[src/rtl/hbridge_deadtime_pkg.sv]
// hbridge_deadtime_pkg
//   Shared constants for the H-bridge dead-time stage: the per-leg state
//   encoding, the decoded request type, the leg index constants
//   (0=A1, 1=A2, 2=B1, 3=B2) and the small helpers used by the leg FSM.
package hbridge_deadtime_pkg;

  typedef enum logic [1:0] {
    S_OFF  = 2'd0,
    S_HI   = 2'd1,
    S_LO   = 2'd2,
    S_DEAD = 2'd3
  } leg_state_e;

  // A BOTH request (hi and lo together) decodes to REQ_NONE.
  typedef enum logic [1:0] {
    REQ_NONE = 2'd0,
    REQ_HI   = 2'd1,
    REQ_LO   = 2'd2
  } leg_req_e;

  localparam int unsigned LEG_A1 = 0;
  localparam int unsigned LEG_A2 = 1;
  localparam int unsigned LEG_B1 = 2;
  localparam int unsigned LEG_B2 = 3;

  function automatic leg_req_e decode_req(input logic hi, input logic lo);
    leg_req_e r;
    r = REQ_NONE;
    if (hi && !lo) r = REQ_HI;
    else if (lo && !hi) r = REQ_LO;
    return r;
  endfunction

  // Leg state that satisfies a request once the dead interval has expired.
  function automatic leg_state_e req_state(input leg_req_e r);
    leg_state_e s;
    s = S_OFF;
    if (r == REQ_HI) s = S_HI;
    else if (r == REQ_LO) s = S_LO;
    return s;
  endfunction

endpackage

[src/rtl/hbridge_leg.sv]
// hbridge_leg
//   One half-bridge leg: OFF/HI/LO/DEAD state machine, 8-bit dead-interval
//   counter and registered gate outputs. The two switches are never on
//   together; every transition between them passes through DEAD for
//   dead_cycles+1 cycles.
// Ports:
//   CLK, resetn     clock, synchronous active-low reset
//   gate_en         drive permission (enable, qualified by the fault latch)
//   dead_cycles     dead-interval count, loaded on entry to DEAD
//   hi_req, lo_req  requested high/low-side drive
//   hi_out, lo_out  registered gate drives
//   dead_active     leg is in DEAD
module hbridge_leg
  import hbridge_deadtime_pkg::*;
#(
  parameter logic [7:0] DEAD_RESET = 8'd16
) (
  input  logic       CLK,
  input  logic       resetn,
  input  logic       gate_en,
  input  logic [7:0] dead_cycles,
  input  logic       hi_req,
  input  logic       lo_req,
  output logic       hi_out,
  output logic       lo_out,
  output logic       dead_active
);

  leg_state_e state_q, state_d;
  logic [7:0] cnt_q, cnt_d;
  logic       hi_out_q, hi_out_d;
  logic       lo_out_q, lo_out_d;
  logic       dead_q, dead_d;
  leg_req_e   req;

  always_comb begin
    req     = decode_req(hi_req, lo_req);
    state_d = state_q;
    cnt_d   = cnt_q;
    if (!gate_en) begin
      // Held in DEAD with a fresh count so re-enable always waits the full interval.
      state_d = S_DEAD;
      cnt_d   = dead_cycles;
    end else begin
      case (state_q)
        S_OFF: state_d = req_state(req);
        S_HI: begin
          if (req != REQ_HI) begin
            state_d = S_DEAD;
            cnt_d   = dead_cycles;
          end
        end
        S_LO: begin
          if (req != REQ_LO) begin
            state_d = S_DEAD;
            cnt_d   = dead_cycles;
          end
        end
        S_DEAD: begin
          if (cnt_q != 8'd0) cnt_d = cnt_q - 8'd1;
          else state_d = req_state(req);
        end
      endcase
    end
    // Outputs follow the next state so they are flops aligned with the state edge.
    hi_out_d = (state_d == S_HI);
    lo_out_d = (state_d == S_LO);
    dead_d   = (state_d == S_DEAD);
  end

  always_ff @(posedge CLK) begin
    if (!resetn) begin
      state_q  <= S_DEAD;
      cnt_q    <= DEAD_RESET;
      hi_out_q <= 1'b0;
      lo_out_q <= 1'b0;
      dead_q   <= 1'b1;
    end else begin
      state_q  <= state_d;
      cnt_q    <= cnt_d;
      hi_out_q <= hi_out_d;
      lo_out_q <= lo_out_d;
      dead_q   <= dead_d;
    end
  end

  assign hi_out      = hi_out_q;
  assign lo_out      = lo_out_q;
  assign dead_active = dead_q;

endmodule

[src/rtl/hbridge_deadtime.sv]
// hbridge_deadtime
//   Shoot-through protection between the phase logic and the H-bridge gate
//   pins. Instantiates one hbridge_leg per half-bridge leg (0=A1, 1=A2,
//   2=B1, 3=B2) and applies the global enable / fault gating.
//   Optional feature macro: HBRIDGE_FAULT_EN adds a sticky fault latch set by
//   a hi+lo (BOTH) request while enabled; while set, all legs act disabled.
// Ports:
//   CLK, resetn     clock, synchronous active-low reset
//   enable          global drive enable, low forces all gates off
//   dead_cycles     runtime dead-interval count
//   hi_req, lo_req  per-leg requested drive
//   hi_out, lo_out  per-leg registered gate drives
//   dead_active     per-leg DEAD indicator
//   fault           sticky fault (HBRIDGE_FAULT_EN only)
//   fault_clr       fault clear strobe (HBRIDGE_FAULT_EN only)
module hbridge_deadtime
  import hbridge_deadtime_pkg::*;
#(
  parameter logic [7:0]  DEAD_RESET = 8'd16,
  parameter int unsigned LEGS       = 4
) (
  input  logic            CLK,
  input  logic            resetn,
  input  logic            enable,
  input  logic [7:0]      dead_cycles,
  input  logic [LEGS-1:0] hi_req,
  input  logic [LEGS-1:0] lo_req,
  output logic [LEGS-1:0] hi_out,
  output logic [LEGS-1:0] lo_out,
  output logic [LEGS-1:0] dead_active
`ifdef HBRIDGE_FAULT_EN
  ,
  output logic            fault,
  input  logic            fault_clr
`endif
);

  logic gate_en;

`ifdef HBRIDGE_FAULT_EN
  logic fault_q, fault_d;
  logic any_both;

  always_comb begin
    any_both = |(hi_req & lo_req);
    if (fault_q) fault_d = !(fault_clr && !any_both);
    else         fault_d = enable && any_both;
    // Gate on the next fault value so the offending edge already shuts every leg.
    gate_en = enable && !fault_d;
  end

  always_ff @(posedge CLK) begin
    if (!resetn) fault_q <= 1'b0;
    else         fault_q <= fault_d;
  end

  assign fault = fault_q;
`else
  always_comb gate_en = enable;
`endif

  for (genvar g = 0; g < LEGS; g++) begin : g_leg
    hbridge_leg #(
      .DEAD_RESET(DEAD_RESET)
    ) u_leg (
      .CLK        (CLK),
      .resetn     (resetn),
      .gate_en    (gate_en),
      .dead_cycles(dead_cycles),
      .hi_req     (hi_req[g]),
      .lo_req     (lo_req[g]),
      .hi_out     (hi_out[g]),
      .lo_out     (lo_out[g]),
      .dead_active(dead_active[g])
    );
  end

endmodule

[config.mk]
export PLATFORM = sky130hd
export DESIGN_NAME = hbridge_deadtime
export DESIGN_NICKNAME = d
export VERILOG_FILES = /design/src/rtl/hbridge_deadtime_pkg.sv /design/src/rtl/hbridge_leg.sv /design/src/rtl/hbridge_deadtime.sv
export SDC_FILE = /design/constraint.sdc
export NUM_CORES = 1
export LEC_CHECK = 0
export CORE_MARGIN = 2
export CORE_UTILIZATION = 50
export DETAILED_ROUTE_END_ITERATION = 6
export MAX_ROUTING_LAYER = met4
export PLACE_DENSITY = 0.69
export SYNTH_ARGS = -nofsm -noshare
export SYNTH_HDL_FRONTEND = slang
export SYNTH_SLANG_ARGS = --single-unit
export TNS_END_PERCENT = 10
[constraint.sdc]
create_clock -name CLK -period 4.71 [get_ports CLK]
set_input_delay 0.7065 -clock CLK [delete_from_list [all_inputs] [get_ports CLK]]
set_output_delay 0.7065 -clock CLK [all_outputs]
set_load 0.005 [all_outputs]
==> results.json, run 1 <==
{
  "dp_slack_ns": 1.847,
  "finalCriticalPeriod_ns": 2.563,
  "num_io_pins": 31,
  "crit_family": "buffers and inverters",
  "die_width_um": 88.36,
  "regArea_um2": 1041,
  "worstSetupEndpointType": "flop",
  "core-area_um2": 6832,
  "clockBufferDepth": 2,
  "yosysUniqueCellTypes": 62,
  "cts_resized": 0,
  "met1_length_um": 4095,
  "htreeDepth": 2,
  "cts_tree": "built",
  "drt_iter0_markers": 153,
  "drive_gt1_share_pct": 6.140,
  "crit_slowest_cell": "clkdlybuf4s50_1",
  "ctsHoldBuffers": 0,
  "grt_max_degree": 30,
  "synthesis.area_um2": 3558,
  "fillerInstances": 671,
  "final.setup.worst_slack_ns": 2.147,
  "relSlewSlack_pct": 53.49,
  "worstSetupPathType": "in2reg",
  "cp_max_fo": 21,
  "vdd.ir_drop.worst_uv": 173.5,
  "power.leakage_uw": 0.001505,
  "grt_antenna_before_repair": 0,
  "synth_area_leader_cell": "dfxtp_1",
  "ys.flop_type": "dfxtp_1",
  "clk_latency_ns": 0.31,
  "synth_edf_count": 0,
  "grt_pass1_vias": 3044,
  "place_congestion": 0.9177,
  "track_usage_pct": 23.44,
  "synth_top_area_share_pct": 29.25,
  "rows": 30,
  "n_antenna_cell": 0,
  "synth_fp_nets": 488,
  "via_per_inst": 5.955,
  "critPathBufInv": 2,
  "cts.clk_slew.worst_paths_ns": 0.10,
  "rsz0062_at_grt": "no",
  "cp-start-kind": "primary input",
  "setup_viol": 0,
  "post-cts-setup-buffers": 0,
  "routedWlPerCell_um": 15.32,
  "port_buffers": 30,
  "place_hpwl_um": 6117,
  "die_area_um2": 7807,
  "path_cells": "clkdlybuf4s50_1 > buf_4 > and2_1 > o211ai_1 > o22ai_1",
  "power.density_nw_per_um2": 368.7,
  "synthCells": 449,
  "clkSinkCount": 52,
  "yosys_warnings": 0,
  "highest_layer": "met4",
  "cap_violations": 0,
  "worstHoldPathType": "reg2reg",
  "remaining_drc_errors": 0,
  "final_antenna_net_count": 0,
  "area.growth.synth_to_final_pct": 8.720,
  "worst_pin_slew_ns": 0.6977,
  "grt-ovfl-total": 0,
  "status": "completed",
  "final.setup.tns_ns": 0,
  "drt_wl_total_um": 8454,
  "async_flop_share_pct": 0,
  "slowest_delay_ns": 0.77,
  "vias": 3287,
  "multi_input_area_um2": 2195,
  "fin_crit_sh_pct": 54.41,
  "stdcell_area_um2": 3869,
  "final_max_slew_viol_count": 0,
  "numCtsBuffers": 5,
  "synth-seq-cells": 52,
  "cts_root_buffer": "clkbuf_8",
  "skew_ns": 0.006030,
  "synth_area_leaders": "dfxtp_1 29%, ha_1 7.0%, nand2_1 6.0%",
  "arrival_ns": 2.80,
  "dpl-instance-area_um2": 3757,
  "die_h_um": 88.36,
  "route.met2.wl_um": 3940,
  "worst_ep_required_time_ns": 4.95,
  "yosysSeqAreaShare_pct": 29.25,
  "max_freq_mhz": 390.2,
  "finalHoldViolCount": 0,
  "grt_first_pass_wirelength_um": 14240,
  "nets": 494,
  "met3WireLength_um": 350,
  "syn_avg_cell_area_um2": 7.925,
  "initial_core_util_pct": 52.09,
  "dr.pass1.iters": 4
}
final cells by class:
| cell class | instances | share of cell area, % |
|---|---|---|
| Sequential cell | 52 | 26.91 |
| Clock inverter | 3 | 1.100 |
| Multi-Input combinational cell | 341 | 56.73 |
| Tap cell | 96 | 3.105 |
| Timing Repair Buffer | 32 | 8.150 |
| Inverter | 23 | 2.232 |
| Clock buffer | 5 | 1.779 |
layer usage:
metal,track usage [%],vias to the layer above
li1,-,1647
met1,31.34,1557
met2,36.77,77
met3,4.198,6
met4,5.923,0
met5,-,-
metrics by stage:
| step | total power (uW) | instances | util (%) | hold slack (ns) |
|---|---|---|---|---|
| 2_1_floorplan | 996.8 | 449 | - | 0.4467 |
| 3_3_place_gp | 1098 | 544 | 55.00 | 0.4719 |
| 3_5_place_dp | 1112 | 544 | 55.00 | 0.4775 |
| 4_1_cts | 1431 | 552 | 56.63 | 0.4932 |
| 5_1_grt | 1528 | 552 | 56.63 | 0.5160 |
| 6_report | 1426 | 552 | 56.63 | 0.4889 |
cell usage after synthesis, types with 4 or more instances:
cell type  instances
nand2b_1           7
nor2b_1            8
a31oi_1            7
a21oi_1           35
and2_1             6
a32o_1             4
clkbuf_1          12
o211ai_1           5
nor4_1             5
a22oi_1            4
nor2_1            24
nor3_1            22
buf_4             15
nor4b_1            4
dfxtp_1           52
ha_1              20
o21a_1             5
nand2_1           57
o22ai_1            9
inv_1             23
nand3_1            8
and3b_1            6
o31a_1             6
o221ai_1           4
o21ai_0           36
nor3b_1            4
worst paths after layout:
check	start	to	slack, ns	depth (start not counted)
min reg2reg	g_leg[0].u_leg.cnt_q[1]	g_leg[0].u_leg.cnt_q[1]	0.49	2
max reg2reg	g_leg[2].u_leg.state_q[1]	g_leg[2].u_leg.cnt_q[4]	2.44	6
max	enable	g_leg[2].u_leg.cnt_q[5]	2.15	5
min	g_leg[0].u_leg.cnt_q[1]	g_leg[0].u_leg.cnt_q[1]	0.49	2
registers in the layout (all words and copies together) (netlist names):
register                 flops
g_leg.u_leg.state_q          8
g_leg.u_leg.hi_out           4
g_leg.u_leg.dead_active      4
g_leg.u_leg.cnt_q           32
g_leg.u_leg.lo_out           4
where the power goes:
| group | total, uW | internal [uW] | switching, uW |
|---|---|---|---|
| Sequential | 581 | 508 | 73.9 |
| Clock | 316 | 158 | 158 |
| Combinational | 529 | 236 | 293 |
cell usage in the layout (no fill, tap or decap), types with 5 or more instances in the layout:
cell,instances
o21a_1,5
nor2_1,24
o21ai_0,36
nand3_1,8
clkbuf_8,5
o31a_1,6
nand2_1,57
a21oi_1,35
o22ai_1,9
and2_1,6
inv_1,23
ha_1,20
a31oi_1,7
nor3_1,22
o211ai_1,5
and3b_1,6
nor2b_1,8
clkdlybuf4s50_1,30
nand2b_1,7
dfxtp_1,52
nor4_1,5
tightest hold or removal path: stages (launching register included):
cell and delay [ns]:
dfxtp_1 0.34, nand2_1 0.05, o21ai_0 0.06
kinds of logic (layout without fill, tap and decap cells):
family                     Yosys count  after routing  share of synthesized area [%]
and+or+nand+nor                    174            174                          26.76
AOI/OAI and AO/OA                  145            145                          27.36
buffers and inverters               56             63                          9.072
DFF                                 52             52                          29.25
adders and majority gates           20             20                          7.032
xor gates and xnor gates             1              1                         0.2462
muxes                                1              1                         0.2813
No activity file was read; power rests on OpenSTA's default activity.
==> inputs of run 2 (changes only) <==
==> constraint.sdc (replaced) <==
create_clock -name CLK -period 2.6 [get_ports CLK]
set_input_delay 0.39 -clock CLK [delete_from_list [all_inputs] [get_ports CLK]]
set_output_delay 0.39 -clock CLK [all_outputs]
set_load 0.005 [all_outputs]
==> results.json, run 2 (synthesized netlist as in run 1, its figures left out) <==
{
  "final_max_slew_viol_count": 0,
  "busiest_layer": "met2",
  "remaining_drc_errors": 0,
  "r2r-end": "g_leg[0].u_leg.cnt_q[4]",
  "vdd.ir_drop.worst_uv": 319.3,
  "cts_root_buffer": "clkbuf_8",
  "place_hpwl_um": 6002,
  "final_common_cell": "nand2_1",
  "cap_violations": 0,
  "met2_usage_pct": 37.39,
  "n_antenna_cell": 0,
  "post-cts-setup-buffers": 0,
  "dp.cells": 548,
  "met3_usage_pct": 3.358,
  "cts.clk_slew.worst_paths_ns": 0.10,
  "num_io_pins": 31,
  "use_met1_pct": 31.16,
  "nets": 498,
  "drt_iter0_markers": 166,
  "worst_pin_slew_ns": 0.6220,
  "arrival_ns": 2.36,
  "hold_depth": 2,
  "hold_path.startpoint": "g_leg[2].u_leg.cnt_q[7]",
  "grt-ovfl-total": 0,
  "htreeDepth": 2,
  "hold_end": "g_leg[2].u_leg.cnt_q[7]",
  "track_usage_pct": 23.77,
  "clk_latency_ns": 0.31,
  "finalCriticalPeriod_ns": 2.166,
  "grt_antenna_before_repair": 0,
  "grt_first_pass_wirelength_um": 14490,
  "cp_max_fo": 13,
  "worst_ep_required_time_ns": 2.80,
  "skew_ns": 0.006663,
  "clockBufferDepth": 2,
  "rows": 30,
  "die_area_um2": 7807,
  "r2r_start": "g_leg[0].u_leg.state_q[1]",
  "clkSinkCount": 52,
  "die_width_um": 88.36,
  "ctsHoldBuffers": 0,
  "setup_viol": 0,
  "via_per_inst": 6.045,
  "routedWlPerCell_um": 15.41,
  "worstSetupPathType": "reg2reg",
  "reg2reg_depth": 5,
  "grt_max_degree": 43,
  "cts_resized": 0,
  "max_freq_mhz": 461.6,
  "final_util_pct": 57.03,
  "finalHoldViolCount": 0,
  "final_cells": 555,
  "reg_top3": "g_leg.u_leg.cnt_q x32, g_leg.u_leg.state_q x8",
  "cp-start-kind": "flop",
  "drive_gt1_share_pct": 6.754,
  "power.leakage_uw": 0.001526,
  "worstSetupEndpointType": "flop",
  "largest_reg_flops": 32,
  "reg2reg_setup_slack_ns": 0.43,
  "multi_input_area_um2": 2195,
  "status": "completed",
  "final.setup.tns_ns": 0,
  "vias": 3355,
  "area.growth.synth_to_final_pct": 9.494,
  "regArea_um2": 1041,
  "drt_wl_total_um": 8552,
  "worstHoldPathType": "reg2reg",
  "dr.pass1.iters": 5,
  "top_register": "g_leg.u_leg.cnt_q",
  "rsz0062_at_grt": "no",
  "layout_common_cells": "57 x nand2_1, 52 x dfxtp_1, 36 x o21ai_0, 35 x a21oi_1, 30 x clkdlybuf4s50_1",
  "port_buffers": 30,
  "power.density_nw_per_um2": 652.4,
  "initial_core_util_pct": 52.09,
  "cts_tree": "built",
  "fillerInstances": 669,
  "numCtsBuffers": 5,
  "grt_pass1_vias": 3148,
  "die_h_um": 88.36,
  "relSlewSlack_pct": 58.09,
  "fin_crit_sh_pct": 83.32,
  "final_antenna_net_count": 0,
  "core-area_um2": 6832,
  "place_congestion": 0.8576
}
==> run 2: cell count changes in the layout (fill, tap and decap cells not counted) <==
cell | previous run | this run
buf_12 | 0 | 1
clkinvlp_4 | 1 | 0
clkinv_2 | 1 | 0
bufinv_16 | 1 | 0
clkbuf_8 | 5 | 7
buf_4 | 2 | 5
==> run 2: cell type report <==
type | instances | area share (%)
inverter | 23 | 2.216
timing repair buffer | 36 | 9.184
multi-input combinational | 341 | 56.33
tap | 96 | 3.083
clock buffer | 7 | 2.473
sequential | 52 | 26.72
==> run 2: worst max-delay path by stage <==
| stage | from | endpoint | slack [ns] | cells after the start |
|---|---|---|---|---|
| after detailed placement | hi_req[1] | g_leg[1].u_leg.cnt_q[2] | 0.34 | 6 |
| after floorplan | g_leg[1].u_leg.state_q[0] | g_leg[1].u_leg.cnt_q[3] | 0.80 | 7 |
| after CTS | g_leg[0].u_leg.state_q[1] | g_leg[0].u_leg.cnt_q[4] | 0.50 | 5 |
| final | g_leg[0].u_leg.state_q[1] | g_leg[0].u_leg.cnt_q[4] | 0.43 | 5 |
| after global routing | g_leg[0].u_leg.cnt_q[0] | g_leg[0].u_leg.cnt_q[4] | 0.29 | 7 |
| after global placement | hi_req[1] | g_leg[1].u_leg.cnt_q[2] | 0.39 | 6 |
==> run 2: per-stage QoR <==
stage | hold WS [ns] | total power, uW | worst slack [ns] | cell area (um^2)
2_1_floorplan | 0.4467 | 1806 | 0.7969 | 3558
3_3_place_gp | 0.4638 | 2011 | 0.3904 | 3800
3_5_place_dp | 0.4727 | 2032 | 0.3368 | 3800
4_1_cts | 0.4864 | 2541 | 0.4980 | 3896
5_1_grt | 0.5056 | 2725 | 0.2863 | 3896
6_report | 0.4883 | 2542 | 0.4337 | 3896
==> run 2: worst max-delay path, stage by stage (launching register included) <==
cell and delay [ns]:
dfxtp_1 0.42, ha_1 0.48, o221ai_2 0.17, o21ai_0 0.52, nand2_1 0.25, o32a_1 0.21
==> run 2: power breakdown <==
group	internal [uW]	total (uW)	switching (uW)
registers	919	1050	131
clock network	238	507	270
logic	441	984	543
==> run 2: metal layers <==
metal / vias up / part of all wire, %
met5: - / 0
met4: 0 / 1.6
met3: 16 / 5.8
met2: 114 / 46
met1: 1576 / 47
li1: 1649 / -
